$ cat src/rtl/mst_rx_chn_buf.sv
// Receive-side four-channel word buffer between the FT600 bus FSM and the
// sequence checker: per-channel FIFOs in one shared array, round-robin drain.
module mst_rx_chn_buf #(
    parameter int DW    = 32,
    parameter int BW    = 4,
    parameter int AW    = 4,
    parameter int AFULL = 12
) (
    input  logic          clk,
    input  logic          rst_n,
    input  logic          flush,
    input  logic          wr_vld,
    input  logic [1:0]    wr_chn,
    input  logic [DW-1:0] wr_data,
    input  logic [BW-1:0] wr_be,
    output logic [3:0]    rx_afull,
    output logic [3:0]    rx_full,
    output logic [3:0]    rx_empty,
    output logic [3:0]    ovf_err,
    input  logic          rd_rdy,
    output logic          ch0_vld,
    output logic          ch1_vld,
    output logic          ch2_vld,
    output logic          ch3_vld,
    output logic [DW-1:0] chk_data,
    output logic [BW-1:0] chk_be
);

    localparam int DEPTH = 2**AW;
    localparam int EW    = DW + BW;

    logic [EW-1:0]          mem [4*DEPTH];
    logic [3:0][AW-1:0]     wr_ptr;
    logic [3:0][AW-1:0]     rd_ptr;
    logic [3:0][AW:0]       cnt;
    logic [3:0][AW:0]       cnt_nxt;
    logic [3:0]             inc;
    logic [3:0]             dec;
    logic [1:0]             last;
    logic [1:0]             win;
    logic [1:0]             idx;
    logic                   found;
    logic                   pop;
    logic                   push_ok;
    logic [3:0]             vld_q;

    assign push_ok = wr_vld && !flush && !rx_full[wr_chn];

    // A channel pushed from empty this cycle still has cnt==0, so it is
    // naturally excluded from the candidate set.
    always_comb begin
        found = 1'b0;
        win   = '0;
        idx   = '0;
        for (int unsigned k = 1; k <= 4; k++) begin
            idx = last + 2'(k);
            if (!found && cnt[idx] != '0) begin
                found = 1'b1;
                win   = idx;
            end
        end
        pop = rd_rdy && !flush && found;
    end

    always_comb begin
        inc     = '0;
        dec     = '0;
        cnt_nxt = cnt;
        for (int unsigned ch = 0; ch < 4; ch++) begin
            inc[ch] = push_ok && (wr_chn == 2'(ch));
            dec[ch] = pop && (win == 2'(ch));
            if (flush)
                cnt_nxt[ch] = '0;
            else if (inc[ch] && !dec[ch])
                cnt_nxt[ch] = cnt[ch] + (AW+1)'(1);
            else if (dec[ch] && !inc[ch])
                cnt_nxt[ch] = cnt[ch] - (AW+1)'(1);
        end
    end

    always_ff @(posedge clk or negedge rst_n) begin
        if (!rst_n) begin
            cnt      <= '0;
            wr_ptr   <= '0;
            rd_ptr   <= '0;
            rx_empty <= '1;
            rx_full  <= '0;
            rx_afull <= '0;
            ovf_err  <= '0;
            last     <= 2'd3;
            vld_q    <= '0;
            chk_data <= '0;
            chk_be   <= '0;
        end else begin
            cnt <= cnt_nxt;
            for (int unsigned ch = 0; ch < 4; ch++) begin
                rx_empty[ch] <= (cnt_nxt[ch] == '0);
                rx_full[ch]  <= (cnt_nxt[ch] == (AW+1)'(DEPTH));
                rx_afull[ch] <= (cnt_nxt[ch] >= (AW+1)'(AFULL));
                if (flush) begin
                    wr_ptr[ch] <= '0;
                    rd_ptr[ch] <= '0;
                end else begin
                    if (inc[ch]) wr_ptr[ch] <= wr_ptr[ch] + AW'(1);
                    if (dec[ch]) rd_ptr[ch] <= rd_ptr[ch] + AW'(1);
                end
            end
            if (flush)
                ovf_err <= '0;
            else if (wr_vld && rx_full[wr_chn])
                ovf_err[wr_chn] <= 1'b1;
            vld_q <= '0;
            if (pop) begin
                last        <= win;
                vld_q[win]  <= 1'b1;
                {chk_be, chk_data} <= mem[{win, rd_ptr[win]}];
            end
        end
    end

    always_ff @(posedge clk) begin
        if (push_ok)
            mem[{wr_chn, wr_ptr[wr_chn]}] <= {wr_be, wr_data};
    end

    assign ch0_vld = vld_q[0];
    assign ch1_vld = vld_q[1];
    assign ch2_vld = vld_q[2];
    assign ch3_vld = vld_q[3];

endmodule

$ cat config.mk
export PLATFORM = sky130hd
export DESIGN_NAME = mst_rx_chn_buf
export DESIGN_NICKNAME = d
export VERILOG_FILES = /design/src/rtl/mst_rx_chn_buf.sv
export SDC_FILE = /design/constraint.sdc
export NUM_CORES = 2
export LEC_CHECK = 0
export ABC_AREA = 1
export CORE_MARGIN = 2
export CORE_UTILIZATION = 45
export CTS_CLUSTER_DIAMETER = 120
export DETAILED_ROUTE_END_ITERATION = 10
export PLACE_DENSITY = 0.63
export SLEW_MARGIN = 10
export SYNTH_ARGS = -nofsm -noshare
export SYNTH_HDL_FRONTEND = slang
export SYNTH_SLANG_ARGS = --single-unit
$ cat constraint.sdc
create_clock -name clk -period 8.8 [get_ports clk]
set_input_delay 1.76 -clock clk [delete_from_list [all_inputs] [get_ports clk]]
set_output_delay 1.76 -clock clk [all_outputs]
set_load 0.05 [all_outputs]
==> metrics.cfg <==
[setup_path]
max_stage_delay_ns = 0.74
cp.arrival_ns = 6.64
path_max_fanout = 197
critPathLaunchType = flip-flop
worstSetupPathType = flip-flop to flip-flop
critPathLaunch = last[0]
cp_slowest_cell = buf_4
crit_chain = xor2_1, nand3_1, o21ai_1, inv_1, nand3_2, nand3_4, nand2_1, nand3_4, nand2_8, buf_12, buf_4, nand2_1, nand3_1, nand3_1, nand3_1, nand3_1, nand2_1, nand2_1, nand3_1
critPathCaptureType = flip-flop
reg2reg_from = last[0]
regToRegSetupSlack_ns = 2.96
rr_endpoint = chk_data[26]
cpMostUsedCell = nand3_1
worstRegToRegCells = 19
cp.required_ns = 9.60

[placement]
place.gp.congestion = 0.869
port_buffers = 98
hpwl_um = 164000

[logic_synthesis]
synth_cells = 8161
ys_warn_count = 0
yosys-top-cells-area = edfxtp_1, nand3_1, nand2_1
synth_cell_types = 45
synth_edf_count = 2304
syn_avg_cell_area_um2 = 12.0
synth_fp_nets = 8220
synth_area_um2 = 97800
synth_top_area_share_pct = 70.7
synth_seq_cells = 2414
async_reset_ff_share_pct = 4.56
ys_seq_area_share_pct = 73.5
ys.flop_type = edfxtp_1
synth_top_area_cell = edfxtp_1

[clock_tree]
htreeDepth = 4
cts_made_buffers = 231
tritoncts = built
cts_resized = 0
clk_latency_ns = 0.89
postCtsSetupRepairBufs = 0
cts.clk_slew.worst_paths_ns = 0.06
ctsHoldBuffers = 0
cts-root-buf = clkbuf_16
clock_sinks = 2414
clock_path_buffers = 3

[hold_path]
worstHoldEndpoint = rd_ptr[3]
hold_path_class = flip-flop to flip-flop
holdPathStages = 1
hp-start = rd_ptr[3]

[sta]
rsz0062_at_grt = no
min_period_ns = 5.84
hold_viol_final = 0
tns_ns = 0
worst_clock_skew_ns = 0.0728
hold_ws_ns = 0.471
tightest_slew_ns = 1.28
setup-violations-final = 0
fmax_ghz = 0.171
fin_crit_sh_pct = 66.4
relSlewSlack_pct = 14.5
maxSlewViolCount = 0

[status]
status = completed

[floorplan]
coreArea_um2 = 217000
dieWidth_um = 470
die_h_um = 470
io-pin-count = 99
fp.dieArea_um2 = 221000
rows = 171
start_util_pct = 45.1

[cells_and_area]
multiInputGateArea_um2 = 23100
area_growth_pct = 11.3
seqCellArea_um2 = 71900
drive_gt1_share_pct = 7.11
fill_cells = 18500
layout.nets = 8157

[drt]
dr.pass1.iters = 7
via_count = 64700
drtIter0Drc = 8485
vias_per_cell = 5.80
wl_um = 288000
drtAntennaViolNets = 0
routedWlPerCell_um = 25.8
drc = 0

[global_route]
grt_pass1_vias = 59900
grt_pass1_wl_um = 417000
gr-total-overflow = 0
grt_max_degree = 198
antenna_found_initial = 10
grt_use_total_pct = 25.5

[flow_run]
maxCapViolations = 0

==> synth_stat cells (3+ instances only) <==
library cell and n:
buf_6 6, dfrtp_1 104, nand3_1 2146, a21oi_1 34
o21ai_0 64, dfstp_2 6, a31oi_1 3, nand4_1 9
inv_2 9, xor2_1 4, buf_4 75, nor2_1 163
nand3_4 4, o21ai_1 12, clkbuf_1 60, nand3b_1 25
buf_1 19, ha_1 16, nand2_1 2468, a211oi_1 4
nor4_1 3, edfxtp_1 2304, o211ai_1 54, nor3_1 10
nand3_2 4, nor2_2 3, nand2_2 4, inv_1 170
buf_2 347, o21a_1 9
==> through the flow <==
step	util [%]	setup WS (ns)	cell area [µm²]	instances
final	50.3	2.96	109000	11200
after global routing	50.3	2.66	109000	11200
after CTS	50.2	3.12	109000	11100
after detailed placement	46.7	2.78	101000	10700
after global placement	46.7	2.77	101000	10700
after floorplan	-	3.40	97800	8161
==> metal layers <==
metal / global-route usage [%] / share of wire [%] / up-vias
met1: 37.0 / 41 / 32000
met4: 9.07 / 3.8 / 10
li1: - / - / 28800
met2: 38.3 / 45 / 3350
met5: 0 / 0.027 / -
met3: 5.05 / 10 / 449
==> sequential cells by signal, indices dropped and copies added (netlist names) <==
signal / count
rx_full: 4
chk_data: 32
wr_ptr: 16
rx_afull: 4
ovf_err: 4
vld_q: 4
chk_be: 4
cnt: 20
last: 2
rd_ptr: 16
mem: 2304
rx_empty: 4
==> worst max-delay path by stage <==
stage / to / slack, ns
6_report: chk_data[26] / 2.96
5_1_grt: chk_data[26] / 2.66
4_1_cts: chk_data[26] / 3.12
3_5_place_dp: mem[32][9] / 2.78
3_3_place_gp: mem[13][28] / 2.77
2_1_floorplan: mem[40][0] / 3.40
==> cells in the final DEF (no fill, tap or decap), types with 16 or more instances in the layout <==
cell type | netlist | final
inv_1 | 170 | 170
nand3b_1 | 25 | 25
o21ai_0 | 64 | 64
clkinv_1 | 1 | 47
nor2_1 | 163 | 98
buf_4 | 75 | 119
clkbuf_16 | 0 | 231
o211ai_1 | 54 | 54
a21oi_1 | 34 | 34
clkinv_2 | 0 | 48
clkbuf_1 | 60 | 54
dfrtp_1 | 104 | 104
ha_1 | 16 | 16
nor2_4 | 1 | 66
nand2_1 | 2468 | 2461
nand3_1 | 2146 | 2146
buf_12 | 0 | 27
edfxtp_1 | 2304 | 2304
clkdlybuf4s50_1 | 0 | 61
==> cell families (layout without fill, tap and decap cells) <==
kind of cell             count (synthesis)  count (layout)  share of synthesized area (%)
AND/OR/NAND/NOR                       4846            4846                           21.6
flip-flops                            2414            2414                           73.5
buffers and inverters                  689             826                           3.43
AO/OA/AOI/OAI                          190             190                           1.18
adder cells (fa/ha/maj)                 16              16                          0.205
XOR/XNOR                                 6               6                         0.0537
other                                    0               2                              0
==> critical path: cells and delay by family (launching register included) <==
family | cells | cell delay (ns)
DFF | 1 | 0.64
xor gates and xnor gates | 1 | 0.27
AOI/OAI and AO/OA | 1 | 0.15
buffers and inverters | 3 | 1.50
and+or+nand+nor | 14 | 2.89
==> layout make-up <==
class / instances / share of cell area, %
flip-flops and latches: 2414 / 66.1
inverters: 182 / 0.671
well taps: 2854 / 3.28
clock buffers: 299 / 5.67
multi-input cells: 5058 / 21.2
diodes: 2 / 0.00460
clock inverters: 134 / 1.16
repair buffers: 211 / 1.96
Power is left out: the tool's default activity adds up to more than one toggle a clock period on the data nets, which glitch-free logic cannot reach.
==> variant (same settings) <==
Reset style: synchronous (`rst_n`), changed in one clocked block.
--- a/src/rtl/mst_rx_chn_buf.sv
+++ b/src/rtl/mst_rx_chn_buf.sv
@@ -79,5 +79,5 @@
     end
 
-    always_ff @(posedge clk or negedge rst_n) begin
+    always_ff @(posedge clk) begin
         if (!rst_n) begin
             cnt      <= '0;
Check against the original RTL: not settled (the Yosys comparison gave no result); the edit may change what the design does.
==> variant against the original RTL <==
Wire length grew 6.4%; sequential cell count unchanged; synthesized cell count up 18%; setup slack worse by 220 ps; critical path depth increased by 2; area after synthesis rose by 8.2%; count of clock-buffer cells in the layout rose by 44; cell area grew 8.2%.
Power is left out: the tool's default activity adds up to more than one toggle a clock period on the data nets, which glitch-free logic cannot reach.
==> variant: results (changes against the original RTL) <==
TritonRoute pass-1 iters = 6 (-1)
via density per instance = 5.609 (-3.2%)
Post-Place Worst Slack = 2361 ps (-418.9 ps)
Slowest Stage Delay on Critical Path = 860 ps (+120 ps)
end point of the worst hold path = ovf_err[3]$_SDFFE_PP0P_
family with the most delay on the worst path = buffers and inverters
launch point of the worst reg-to-reg path = last[0]$_SDFFE_PN1P_
initial antenna violation count = 16 (+6)
peak fanout along the critical path = 65 (-67%)
gr usage total = 0.2535 (-0.001320)
cts repair resizes = 0 (unchanged)
Inst Count DP = 12.41k (+16%)
post-layout net count = 9594 (+18%)
Slew Limit Headroom = 0.1690 (+0.02368)
global-route wire length before repair = 453400 µm (+8.8%)
run status = completed
hold slack final = 466.2 ps (-4.309 ps)
leading post-synthesis cells by instance count = 2304 x edfxtp_1, 2103 x nand3_1, 1741 x nand2_1, 1294 x inv_1, 786 x nand3b_1
clk buf depth = 4 (+1)
Slowest cell on crit path = o21ai_4
average cell area after synthesis = 11.00 µm² (-8.2%)
DP Area = 109600 µm² (+8.2%)
vias in the first global route = 68.19k (+14%)
CTS H-tree depth = 5 (+1)
routability cong. = 0.8793 (+1.2%)
setup fix buffers added after clock tree synthesis = 0 (unchanged)
count of flip-flops with a built-in enable after synthesis = 2304 (unchanged)
Initial DRC Count = 9236 (+8.9%)
Seq/Total Area, Yosys = 0.6745 (-0.06082)
mean routed wirelength per cell = 23.82 µm (-7.8%)
number of cells on the worst hold path = 2 (+1)
insertion delay of the later-clocked pin in the worst-skew pair = 930 ps (+40 ps)
max reg flops = 2304 (unchanged)
synth top area cells = edfxtp_1 65%, nand3_1 9.9%, nand2_1 6.2%, nand3b_1 5.6%, inv_1 4.6%
critical path type = reg -> reg
total routed wirelength = 306700 µm (+6.4%)
HPWL reported at the end of detailed placement = 169500 µm (+3.4%)
largest net degree at the start of global routing = 216 (+9.1%)
worst clock skew on the final layout = 46.59 ps (-26.23 ps)
critical register-to-register path endpoint = chk_data[18]$_SDFFE_PN0P_
Critical Path AT = 6890 ps (+250 ps)
Hold Path Origin = ovf_err[3]$_SDFFE_PP0P_
post-route worst setup slack = 2737 ps (-224.0 ps)
Mapped Nets = 9679 (+18%)
Distinct cells, synth = 48 (+6.7%)
fraction of final layout cells sized beyond drive strength 1 = 0.06596 (-0.005141)
proportion of synthesized flip-flops having asynchronous set or reset = 0 (-0.04557)
crit path launch = last[0]$_SDFFE_PN1P_
total clock buffers created by CTS = 274 (+19%)
## variant: cell types whose count changed in the layout (fill, tap and decap cells not counted), sizes merged, moves of 70 or more
cell    delta
inv     +1116
nand3b   +761
nand2    -725
dfxtp    +110
dfrtp    -104
a21oi     +82
or2       +70
## variant: logic make-up after synthesis
| logic type | synth area share |
|---|---|
| simple gates | 0.2322 |
| flops | 0.6745 |
| buf+inv | 0.07436 |
| compound gates | 0.01621 |
| fa+ha+maj | 0.001892 |
| xor+xnor | 0.0008276 |
## variant: layer usage
layer	GRT usage	share of wire
met1	0.3609	0.42
met2	0.3933	0.46
met3	0.05555	0.10
met4	0.06739	0.024
met5	0	0.00012
## variant: final cells by class
cell class / instances / area, µm²
inverter: 1302 / 4907
tap: 3150 / 3941
fill: 20420 / 116700
multi-input combinational: 5288 / 27110
antenna: 9 / 22.52
clock inverter: 116 / 944.7
timing repair buffer: 255 / 2287
sequential: 2414 / 71390
clock buffer: 343 / 7253
